===== config.mk =====
export PLATFORM = sky130hd
export DESIGN_NAME = gpu_lsu
export DESIGN_NICKNAME = d
export VERILOG_FILES = /design/src/rtl/gpu_lsu.sv
export SDC_FILE = /design/constraint.sdc
export NUM_CORES = 1
export LEC_CHECK = 0
export ABC_AREA = 1
export BUFFER_PORTS_ARGS = -buffer_cell sky130_fd_sc_hd__buf_2
export CAP_MARGIN = 40
export CORE_MARGIN = 2
export CORE_UTILIZATION = 43
export CTS_CLUSTER_SIZE = 30
export DETAILED_ROUTE_END_ITERATION = 10
export PLACE_DENSITY = 0.74
export SKIP_CTS_REPAIR_TIMING = 1
export SLEW_MARGIN = 30
export SYNTH_ARGS = -nofsm -noshare
export SYNTH_HDL_FRONTEND = slang
export SYNTH_SLANG_ARGS = --single-unit

===== constraint.sdc =====
create_clock -name clk -period 1.55 [get_ports clk]
set_input_delay 0.3875 -clock clk [delete_from_list [all_inputs] [get_ports clk]]
set_output_delay 0.3875 -clock clk [all_outputs]
set_load 0.01 [all_outputs]

===== src/rtl/gpu_lsu.sv =====
// Load/store unit between the GPU execute stage and the data BRAM.
// It accepts one request at a time and returns load data through a valid/ready writeback port.
//
// state    | meaning
// IDLE     | accepting requests; stores issue from here at one per cycle
// LD_ISSUE | ld_en high, memory is reading
// LD_CAPT  | ld_data valid, capture it into the response
// RESP     | response held until resp_ready
module gpu_lsu #(
    parameter int ADDR_W = 13,
    parameter int DATA_W = 64,
    parameter int TAG_W  = 5,
    parameter int CNT_W  = 16
) (
    input  logic              clk,
    input  logic              reset,
    input  logic              req_valid,
    output logic              req_ready,
    input  logic              req_is_store,
    input  logic [ADDR_W-1:0] req_addr,
    input  logic [DATA_W-1:0] req_wdata,
    input  logic [TAG_W-1:0]  req_tag,
    output logic              resp_valid,
    input  logic              resp_ready,
    output logic [DATA_W-1:0] resp_data,
    output logic [TAG_W-1:0]  resp_tag,
    output logic              resp_err,
    output logic              ld_en,
    output logic [9:0]        ld_addr,
    input  logic [DATA_W-1:0] ld_data,
    output logic              st_en,
    output logic [9:0]        st_addr,
    output logic [DATA_W-1:0] st_data,
    output logic              err_misalign,
    output logic [CNT_W-1:0]  ld_cnt,
    output logic [CNT_W-1:0]  st_cnt
);

    typedef enum logic [1:0] {IDLE, LD_ISSUE, LD_CAPT, RESP} state_t;

    state_t state, state_nxt;
    logic   accept;
    logic   aligned;

    assign req_ready = (state == IDLE);
    assign accept    = req_valid && req_ready;
    assign aligned   = (req_addr[2:0] == 3'b000);

    always_ff @(posedge clk) begin
        if (reset) state <= IDLE;
        else       state <= state_nxt;
    end

    always_comb begin
        state_nxt = state;
        case (state)
            IDLE:     if (accept && !req_is_store) state_nxt = aligned ? LD_ISSUE : RESP;
            LD_ISSUE: state_nxt = LD_CAPT;
            LD_CAPT:  state_nxt = RESP;
            RESP:     if (resp_ready) state_nxt = IDLE;
            default:  state_nxt = IDLE;
        endcase
    end

    always_ff @(posedge clk) begin
        if (reset) begin
            resp_valid   <= 1'b0;
            resp_data    <= '0;
            resp_tag     <= '0;
            resp_err     <= 1'b0;
            ld_en        <= 1'b0;
            ld_addr      <= '0;
            st_en        <= 1'b0;
            st_addr      <= '0;
            st_data      <= '0;
            err_misalign <= 1'b0;
            ld_cnt       <= '0;
            st_cnt       <= '0;
        end else begin
            // strobes are single-cycle pulses
            ld_en <= 1'b0;
            st_en <= 1'b0;
            case (state)
                IDLE: if (accept) begin
                    if (!aligned) begin
                        err_misalign <= 1'b1;
                        if (!req_is_store) begin
                            resp_valid <= 1'b1;
                            resp_data  <= '0;
                            resp_err   <= 1'b1;
                            resp_tag   <= req_tag;
                        end
                    end else if (req_is_store) begin
                        st_en   <= 1'b1;
                        st_addr <= req_addr[ADDR_W-1:3];
                        st_data <= req_wdata;
                        if (st_cnt != '1) st_cnt <= st_cnt + 1'b1;
                    end else begin
                        ld_en    <= 1'b1;
                        ld_addr  <= req_addr[ADDR_W-1:3];
                        resp_tag <= req_tag;
                        if (ld_cnt != '1) ld_cnt <= ld_cnt + 1'b1;
                    end
                end
                LD_CAPT: begin
                    resp_data  <= ld_data;
                    resp_err   <= 1'b0;
                    resp_valid <= 1'b1;
                end
                RESP: if (resp_ready) resp_valid <= 1'b0;
                default: ;
            endcase
        end
    end

endmodule

==> impl_metrics.ini <==
[die]
row_count = 48
die-area_um2 = 19000
core_area_um2 = 17400
initial_core_util = 0.443
ioPinCount = 342
fp.dieH_um = 138
die_x_um = 138

[power]
seqPwrFrac = 0.387
p_per_area_nw_per_um2 = 1390
p_sw_frac = 0.332
p_int_uw = 10500
comb_power_share = 0.314
ir_drop_mv = 0.908
clock_power_share = 0.298
p_leak_uw = 0.00583
switchingPower_uw = 5200

[placed_design]
gp_congestion = 0.850
dp_slack_ns = -0.0979
hpwl_um = 17400
placed_cells = 1593
io_buffers = 341

[global_route]
antenna_found_initial = 0
grt_pass1_wl_um = 37100
overflow = 0
grt_start_max_net_pins = 57
track_usage = 0.244
first_global_vias = 7638

[layout]
syn_to_final_growth_pct = 46.1
register_area_um2 = 3850
multiInputGateArea_um2 = 3730
layout.nets = 1556
mostFrequentLayoutCells = buf_2 (340), nor2_1 (301), dfxtp_1 (186)
n_fill_cell = 1493
antenna_cells = 0
fin_cells = 1636
post-route-util = 0.648
drive_gt1_frac = 0.392
final_common_cell = buf_2

[sta]
final_hold_viol_count = 0
slew_headroom = 0.696
finalClockSkew_ns = 0.0128
max_freq_mhz = 620
setup_viol_count_final = 1
drv_slew = 0
worst_pin_slew_ns = 0.452
rsz0062_at_grt = yes
min_period_over_period = 1.04
setup_ws_ns = -0.0632
finalCriticalPeriod_ns = 1.61

[logic_synthesis]
synth_top_family_by_area = simple AND/OR/NAND/NOR gates
postSynthCellCount = 1014
synth-simple-area-share = 0.244
synth-seq-cells = 192
avgSynthCellArea_um2 = 7.61
synthTopCellsByArea = dfxtp_1 (50%), nor2_1 (16%), o21ai_0 (10%)
synth_cell_types = 31
synth_xor_xnor_area_share = 0.00227
ys_seq_area_frac = 0.498
synth_top_area_cell = dfxtp_1
muxShareOfSynthArea = 0
synth_nets = 1172
synth_area_um2 = 7720
synth_compound_gate_area_share = 0.189
synth-adder-area-share = 0.0113
ys_warn_count = 0
synth_top_cell_area_share = 0.498

[cts]
clk_pin_slew_ns = 0.07
insertion_delay_ns = 0.44
cts_tree = done
clock-root-buffer = clkbuf_16
h-tree-depth = 4
numCtsBuffers = 17
cts_sinks = 192
cts_buffer_depth = 2

[run_status]
violations = negative setup slack
run_status = finished with violations

[setup_path]
r2r_end = st_cnt[8]$_SDFFE_PP0P_
cp.required_ns = 1.16
cp_max_fo = 4
cp-startpoint = state[1]$_SDFFE_PP0P_
path_class = flop to output pin
reg2reg_depth = 10
rrSetupSlack_ns = 0.03
arrival_ns = 1.23
start_kind = flop
r2r-start = st_cnt[0]$_SDFFE_PP0P_
endpoint_kind = output pin

[routing]
first_pass_iters = 5
drt_iter0_markers = 440
drcViolationCount = 0
dr_total_vias = 8510
ant_nets = 0
viasPerCell = 5.20
wire_per_inst_um = 15.7
routed_wirelength_um = 25700

[hold_path]
min_from = req_wdata[19]
min_to = st_data[19]$_SDFFE_PP0P_
min_path_cells = 3
hp-class = input pin to flop

[flow_run]
cap_violations = 0
## power by group through the flow
stage | combinational (uW) | sequential [uW] | clock [uW]
after floorplan | 2150 | 6450 | 0
after global placement | 4310 | 6110 | 0
after detailed placement | 4380 | 6110 | 0
after CTS | 4380 | 6030 | 4750
after global routing | 5410 | 6140 | 4930
final | 4920 | 6060 | 4670
## critical path: stages (launching register included)
cell,delay (ns)
dfxtp_2,0.34
inv_2,0.05
ha_4,0.17
buf_6,0.12
buf_6,0.11
## logic make-up (layout without fill, tap and decap cells)
kind of cell	Yosys count	count (layout)
and+or+nand+nor	460	460
buffers and inverters	95	492
adders and majority gates	7	7
AOI/OAI and AO/OA	258	258
xor gates and xnor gates	2	2
DFF	192	192
## synthesized netlist by cell type
library cell / count
nand3_2: 1
nor2_2: 8
inv_1: 22
a31oi_1: 1
nor2_1: 319
nand3_1: 37
o211ai_1: 1
buf_2: 19
clkbuf_1: 44
buf_4: 3
buf_6: 4
or2_0: 1
clkinv_2: 1
o21ai_1: 1
nor2_4: 4
o21ai_0: 160
nand3_4: 1
dfxtp_1: 192
a21oi_2: 1
nand4_2: 1
nand2_2: 4
nand3b_1: 3
a22oi_1: 64
nand2_1: 75
and2_1: 1
inv_2: 2
nor3_1: 3
xor2_1: 2
a21oi_1: 30
ha_1: 7
nand4_1: 2
## final cells by class
| type | instances | area share |
|---|---|---|
| inverters | 25 | 0.00888 |
| well taps | 225 | 0.0250 |
| flip-flops and latches | 192 | 0.341 |
| clock buffers | 19 | 0.0402 |
| clock inverters | 13 | 0.0155 |
| repair buffers | 435 | 0.238 |
| multi-input cells | 727 | 0.331 |
## worst max-delay path by stage
| stage | end | slack [ns] | cells past startpoint |
|---|---|---|---|
| floorplan | st_cnt[14]$_SDFFE_PP0P_ | 0.008 | 9 |
| global route | req_ready | -0.11 | 4 |
| detailed placement | resp_data[25]$_SDFFE_PP0P_ | -0.1 | 10 |
| finish | req_ready | -0.06 | 4 |
| global placement | resp_data[18]$_SDFFE_PP0P_ | -0.04 | 10 |
| CTS | req_ready | -0.17 | 4 |
## metal layers
layer	routed length, um	track usage	vias to the layer above
li1	-	-	4145
met1	10600	0.320	3921
met2	12300	0.388	383
met3	1970	0.0559	61
met4	875	0.102	0
met5	0	0	-
## through the flow
stage	instance area, um2	power [uW]	hold slack (ns)	setup TNS [ns]
floorplan	7740	8600	0.483	0
global placement	10100	10400	0.455	-2.42
detailed placement	10100	10500	0.471	-7.91
CTS	10800	15200	0.163	-1.64
global route	11300	16500	0.171	-3.47
finish	11300	15700	0.174	-0.0632
## state kept, by name, summed over array words and instances, names as in the netlist, 2 cells and up
| name | flops |
|---|---|
| resp_tag | 5 |
| resp_data | 64 |
| ld_cnt | 16 |
| st_addr | 10 |
| st_data | 64 |
| state | 2 |
| st_cnt | 16 |
| ld_addr | 10 |
(Power assumes the default switching activity.)
